===== src/rtl/jstk_spi_responder.sv =====
// rtl/jstk_spi_responder.sv - SPI mode-0 joystick emulator: returns X/Y/buttons, decodes LED command
module jstk_spi_responder #(
  parameter int         FRAME_BYTES = 5,
  parameter logic [5:0] CMD_PREFIX  = 6'b100000,
  parameter int         SYNC_STAGES = 2
) (
  input  logic       clk50M,
  input  logic       reset,
  input  logic       cs,
  input  logic       sck,
  input  logic       mosi,
  output logic       miso,
  input  logic [9:0] x,
  input  logic [9:0] y,
  input  logic [2:0] btn,
  output logic [1:0] led,
  output logic       frame_done,
  output logic       frame_err,
  output logic       busy
);

  localparam logic [5:0] LAST_BIT = 6'(8 * FRAME_BYTES - 1);

  typedef enum logic [1:0] {IDLE, SHIFT, DONE} state_t;

  state_t state, next_state;

  logic [SYNC_STAGES-1:0] sck_sync, cs_sync, mosi_sync;
  logic sck_d, cs_d;
  logic sck_s, cs_s, mosi_s;
  logic sck_rise, sck_fall, cs_rise, cs_fall;

  logic [39:0] tx, rx;
  logic [5:0]  bit_cnt;
  logic        load, rx_shift, tx_shift, miso_clr, led_we;

  assign sck_s    = sck_sync[SYNC_STAGES-1];
  assign cs_s     = cs_sync[SYNC_STAGES-1];
  assign mosi_s   = mosi_sync[SYNC_STAGES-1];
  assign sck_rise = sck_s & ~sck_d;
  assign sck_fall = ~sck_s & sck_d;
  assign cs_rise  = cs_s & ~cs_d;
  assign cs_fall  = ~cs_s & cs_d;

  // cs history resets low so a cs held low across reset cannot look like a fall
  always_ff @(posedge clk50M) begin
    if (reset) begin
      sck_sync  <= '0;
      cs_sync   <= '0;
      mosi_sync <= '0;
      sck_d     <= 1'b0;
      cs_d      <= 1'b0;
    end else begin
      sck_sync  <= {sck_sync[SYNC_STAGES-2:0], sck};
      cs_sync   <= {cs_sync[SYNC_STAGES-2:0], cs};
      mosi_sync <= {mosi_sync[SYNC_STAGES-2:0], mosi};
      sck_d     <= sck_s;
      cs_d      <= cs_s;
    end
  end

  always_ff @(posedge clk50M) begin
    if (reset) state <= IDLE;
    else       state <= next_state;
  end

  always_comb begin
    next_state = state;
    case (state)
      IDLE:    if (cs_fall) next_state = SHIFT;
      SHIFT: begin
        if (cs_rise)                                next_state = IDLE;
        else if (sck_rise && bit_cnt == LAST_BIT)   next_state = DONE;
      end
      DONE:    if (cs_rise) next_state = IDLE;
      default: next_state = IDLE;
    endcase
  end

  always_comb begin
    busy       = (state != IDLE);
    load       = (state == IDLE) && cs_fall;
    rx_shift   = (state == SHIFT) && sck_rise && !cs_rise;
    tx_shift   = (state == SHIFT) && sck_fall && !cs_rise;
    miso_clr   = (state == SHIFT) && (next_state != SHIFT);
    frame_err  = (state == SHIFT) && cs_rise;
    frame_done = (state == DONE) && cs_rise;
    led_we     = frame_done && (rx[39:34] == CMD_PREFIX);
  end

  // tx holds the bits not yet on miso; miso itself is the current bit
  always_ff @(posedge clk50M) begin
    if (reset) begin
      tx      <= '0;
      rx      <= '0;
      bit_cnt <= '0;
      miso    <= 1'b0;
      led     <= 2'b00;
    end else begin
      if (load) begin
        miso    <= x[7];
        tx      <= {x[6:0], 6'b0, x[9:8], y[7:0], 6'b0, y[9:8], 5'b0, btn, 1'b0};
        bit_cnt <= '0;
      end
      if (rx_shift) begin
        rx      <= {rx[38:0], mosi_s};
        bit_cnt <= bit_cnt + 6'd1;
      end
      if (tx_shift) begin
        miso <= tx[39];
        tx   <= {tx[38:0], 1'b0};
      end
      if (miso_clr) miso <= 1'b0;
      if (led_we)   led  <= rx[33:32];
    end
  end

endmodule


===== config.mk =====
export PLATFORM = sky130hd
export DESIGN_NAME = jstk_spi_responder
export DESIGN_NICKNAME = d
export VERILOG_FILES = /design/src/rtl/jstk_spi_responder.sv
export SDC_FILE = /design/constraint.sdc
export NUM_CORES = 1
export LEC_CHECK = 0
export CORE_ASPECT_RATIO = 0.8
export CORE_MARGIN = 8
export CORE_UTILIZATION = 53
export DETAILED_ROUTE_END_ITERATION = 8
export GPL_ROUTABILITY_DRIVEN = 0
export PLACE_DENSITY = 0.74
export SLEW_MARGIN = 20
export SYNTH_ARGS = -nofsm -noshare
export SYNTH_HDL_FRONTEND = slang
export SYNTH_SLANG_ARGS = --single-unit

===== constraint.sdc =====
create_clock -name clk50M -period 2.1 [get_ports clk50M]
set_clock_uncertainty 0.1 [all_clocks]
set_input_delay 0.42 -clock clk50M [delete_from_list [all_inputs] [get_ports clk50M]]
set_output_delay 0.42 -clock clk50M [all_outputs]
set_load 0.1 [all_outputs]

## After elaboration in Yosys (flattened, before gate mapping)

Index checks and enable logic that the tools add are counted.

| storage, ports and cells | value |
|---|---|
| bits in registers | 98 |
| input port bits | 28 |
| output and inout port bits | 6 |
| word-level logic and storage cells | 52 |

| operators by class | value |
|---|---|
| add/subtract/negate cells | 1 |
| muxes and demuxes | 11 |
| equality and inequality tests | 5 |
| bitwise logic cells | 8 |
| reductions and logical operators | 16 |

Operators by type and width:

| cell | count |
|---|---|
| $mux W40 | 2 |
| $eq A6 B6 Y1 const B | 2 |
| $mux W6 | 2 |
| $logic_and A1 B1 Y1 | 10 |
| $mux W2 | 4 |
| $add A6 B1 Y6 const B | 1 |
| $pmux W2 S3 | 1 |
| $reduce_bool A2 Y1 | 3 |
| $and A1 B1 Y1 | 4 |
| $not A1 Y1 | 4 |
| $eq A2 B1 Y1 const B | 1 |
| $eq A2 B2 Y1 const B | 1 |
| $logic_not A2 Y1 | 1 |
| $mux W1 | 2 |
| $ne A2 B1 Y1 const B | 1 |
| $reduce_or A2 Y1 | 1 |
| $logic_not A1 Y1 | 1 |

## Depth between registers and ports, before layout

| depth | value |
|---|---|
| word-level depth | 9 |
| mapped depth | 6 |
| depth with buffers taken out | 5 |

## Worst setup path before layout

OpenSTA, ideal clock, no wires.

| timing | value |
|---|---|
| path type | register to output |
| start point | reg state[0] |
| end point | out frame_err |
| path buffers | 0 |
| required time | 1.580 ns |
| stages on the path, launching flop included | 3 |
| slack | -0.374 ns |
| arrival | 1.954 ns |
| cells stage by stage | dfxtp_1 -> or2b_1 -> nor2_1 |

| between the ends | value |
|---|---|
| word-level cells in the longest chain between the ends | 2 |

Ends and longest elaborated chain:

| item | RTL line | text |
|---|---|---|
| from (decl) | 26 | `state_t state, next_state;` |
| from (signal assigned) | 64 | `else state <= next_state;` |
| $eq A2 B1 Y1 | 86 | `frame_err = (state == SHIFT) && cs_rise;` |
| $logic_and A1 B1 Y1 | 86 |  |
| to (decl) | 18 | `output logic frame_err,` |

Every way passes these cells.

## Worst setup path in the final report

| timing | value |
|---|---|
| start point | reg state[1] |
| end point | out frame_done |

| between the ends | value |
|---|---|
| word-level cells in the longest chain between the ends | 2 |

Ends and longest elaborated chain:

| item | RTL line | text |
|---|---|---|
| $eq A2 B2 Y1 | 87 | `frame_done = (state == DONE) && cs_rise;` |
| $logic_and A1 B1 Y1 | 87 |  |
| to (decl) | 17 | `output logic frame_done,` |

Every way passes these cells.

==> flow_metrics.tcl <==
set metrics [dict create \
    worst_setup_hold_path_clk_slew_ps 90 \
    place.port_buffers 33 \
    area_added_between_synthesis_and_finish_pct 16.4 \
    routed-via-count 2856 \
    clock_insertion_delay_worst_skew_ps 360 \
    proportion_of_synthesized_chip_area_in_sequential_cells_pct 50.5 \
    synth_cell_type_count 40 \
    post_cts_resized 0 \
    yosys_warnings 0 \
    setup_repair_after_global_routing_missed_its_margin "no" \
    largest_net_degree_at_the_start_of_global_routing 63 \
    cts_num_sinks 98 \
    result_of_the_run "finished, final reports clean" \
    worstMarginPinSlew_ps 434 \
    setup_ws_ps 124 \
    wl_per_cell_um 12.6 \
    first_pass_grt_wire_length_um 11800 \
    cts_setup_buffers 0 \
    max_cap_violations 0 \
    drc 0 \
    grt_remaining_overflow 0 \
    cts.path.max_buffers 2 \
    wl_met1_um 3570 \
    total_power_mw 3.24 \
    layout.cells.most_common_list "sky130_fd_sc_hd__dfxtp_1 (97), sky130_fd_sc_hd__nand2_1 (82), sky130_fd_sc_hd__a21oi_1 (46), sky130_fd_sc_hd__nor2_1 (44), sky130_fd_sc_hd__mux2i_1 (42)" \
    drt-total-wl_um 6870 \
    cp-start-kind "flip-flop" \
    critPathTopFamily "flip-flops" \
    final-max-slew-violation-count 0 \
    design.die.area_um2 10300 \
    post_synth_instance_area_um2 3880 \
    final_common_cell "sky130_fd_sc_hd__dfxtp_1" \
    synth_enable_flop_cells 0 \
    critPathKind "flip-flop to primary output" \
    yosys_most_used_dff "sky130_fd_sc_hd__dfxtp_1" \
    synth-compound-area-share_pct 12.1 \
    final_util_pct 62.3 \
    critPathMaxFanout 7 \
    dp.final_hpwl_um 4480 \
    vias_per_cell 5.25 \
    antennaDiodeCount 0 \
    synthesized_area_fraction_occupied_by_and_or_nand_nor_cells_pct 21.8 \
    synth_fa_ha_area_share_pct 0.322 \
    critPathCapture "frame_done" \
    type_of_the_most_critical_hold_path "flip-flop to flip-flop" \
    cpPeakStageDelay_ps 490 \
    final_net_count 478 \
    syn_inst 427 \
    highest-signal-layer "met4" \
    crit_end_category "primary output" \
    die_width_um 112 \
    final-hold-violation-count 0 \
    ff2ff_path_depth 5 \
    timing.critical_path.cells "and4bb_1, buf_12" \
    largest_family_of_logic_cells_by_synthesized_area "simple AND/OR/NAND/NOR gates" \
    initial_utilization_pct 53.5 \
    min_period_over_period_pct 94.1 \
    fmax_mhz 506 \
    synth.area.mux_share_pct 11.1 \
    ios 34 \
    placement.setup.worst_slack_ps 331 \
    critical_path.startpoint "state[1]$_SDFF_PP0_" \
    syn-num-nets 456 \
    worst_ir_drop_vdd_mv 0.398 \
    syn_area_per_cell_um2 9.09 \
    worst_ep_required_time_ps 1580 \
    globalRouteTotalUtil_pct 13.6 \
    drtAntennaViolNets 0 \
    tritoncts "done" \
    antenna_found_initial 0 \
    reg2reg_slack_ps 340 \
    number_of_failing_setup_endpoints_in_the_final_timing_report 0 \
    async_reset_ff_share_pct 0 \
    final.setup.tns_ps 0 \
    dr_wl_met2_um 3000 \
    timing.max_slew.rel_slack_pct 71.1 \
    firstDrtPassIters 4 \
    fin_hold_ws_ps 341 \
    synth_xor_area_share_pct 0 \
    dr_wl_met3_um 191 \
    via_count_of_the_first_global_routing_pass 2664 \
    share_of_layout_cells_above_drive_strength_1_pct 8.81 \
    cp_num_buf_inv 1 \
    cts_buffers 9 \
    cts_root_buf "sky130_fd_sc_hd__clkbuf_8" \
    cp_slowest_cell "sky130_fd_sc_hd__dfxtp_1" \
    fp.dieH_um 92.5 \
    post_cts_hold_buffer_count 0 \
    cts-htree-levels 3 \
    static-leakage-power_nw 1.73 \
    row_count 28 \
    rr_endpoint "bit_cnt[3]$_SDFFE_PP0P_" \
    worst-endpoint-arrival_ps 1460 \
    crit_cells 2 \
    layout_min_cycle_time_ps 1980 \
    power_per_standard_cell_area_nw_per_um2 717 \
    core_area_um2 7250 \
    timing.rr.start "state[1]$_SDFF_PP0_" \
    drt_iter0_markers 141 \
    ys_seq_elements 98 \
]
-- layer usage --
metal	track usage (%)	up-vias
met5	0	-
met4	6.02	0
met3	3.58	10
met2	21.9	35
met1	17.0	1320
li1	-	1491
-- how the worst min path moves through the flow --
stage / start / end / slack, ps / depth (start not counted)
final: mosi_sync[1]$_SDFF_PP0_ / rx[0]$_SDFFE_PP0P_ / 340 / 2
after detailed placement: mosi_sync[1]$_SDFF_PP0_ / rx[0]$_SDFFE_PP0P_ / 330 / 2
after global routing: rx[6]$_SDFFE_PP0P_ / rx[7]$_SDFFE_PP0P_ / 370 / 2
after global placement: sck_sync[0]$_SDFF_PP0_ / sck_sync[1]$_SDFF_PP0_ / 330 / 1
after floorplan: cs_sync[0]$_SDFF_PP0_ / cs_sync[1]$_SDFF_PP0_ / 310 / 1
after CTS: mosi_sync[1]$_SDFF_PP0_ / rx[0]$_SDFFE_PP0P_ / 350 / 2
-- flip-flops by register name, indices dropped and copies added, names as in the netlist --
register and cells:
cs_sync 2, miso 1, bit_cnt 6, cs_d 1, led 2, sck_sync 2, sck_d 1, state 2
rx 40, tx 39, mosi_sync 2
-- metrics by stage --
stage / area [um^2] / std cells
6_report: 4520 / 544
5_1_grt: 4520 / 544
4_1_cts: 4520 / 544
3_5_place_dp: 4320 / 528
3_3_place_gp: 4320 / 528
2_1_floorplan: 3880 / 427
-- tightest hold or removal path, cell delays in order, from the launching register on --
cell                      delay [ps]
sky130_fd_sc_hd__dfxtp_1         310
sky130_fd_sc_hd__nand2_1          50
sky130_fd_sc_hd__a21oi_1          50
-- report_power, final --
group | total [mW] | switching [mW] | internal [mW] | leakage [nW]
Sequential | 1.88 | 0.0104 | 1.87 | 0.792
Clock | 1.20 | 0.612 | 0.585 | 0.0966
Combinational | 0.158 | 0.0735 | 0.0841 | 0.844
-- layout make-up --
class,count,area [um^2]
fill,607,2740
sequential,98,1960
multi-input combinational,297,1760
timing repair buffer,42,478
clock buffer,12,145
tap,90,113
clock inverter,4,51.3
inverter,1,3.75
-- logic make-up after synthesis --
family / Yosys count
buffers and inverters: 32
adders and majority gates: 1
DFF: 98
AOI/OAI and AO/OA: 77
muxes: 43
and+or+nand+nor: 176
-- cell usage after synthesis (3+ instances only) --
cell type / instances / share of area (%)
sky130_fd_sc_hd__a211oi_1: 24 / 4.6
sky130_fd_sc_hd__a21oi_1: 46 / 5.9
sky130_fd_sc_hd__buf_2: 10 / 1.3
sky130_fd_sc_hd__buf_6: 3 / 0.87
sky130_fd_sc_hd__clkbuf_1: 15 / 1.5
sky130_fd_sc_hd__dfxtp_1: 98 / 51
sky130_fd_sc_hd__mux2i_1: 42 / 11
sky130_fd_sc_hd__nand2_1: 82 / 7.9
sky130_fd_sc_hd__nor2_1: 45 / 4.4
sky130_fd_sc_hd__nor2b_1: 26 / 4.2
Note: power is estimated with default switching activity, not from simulation.
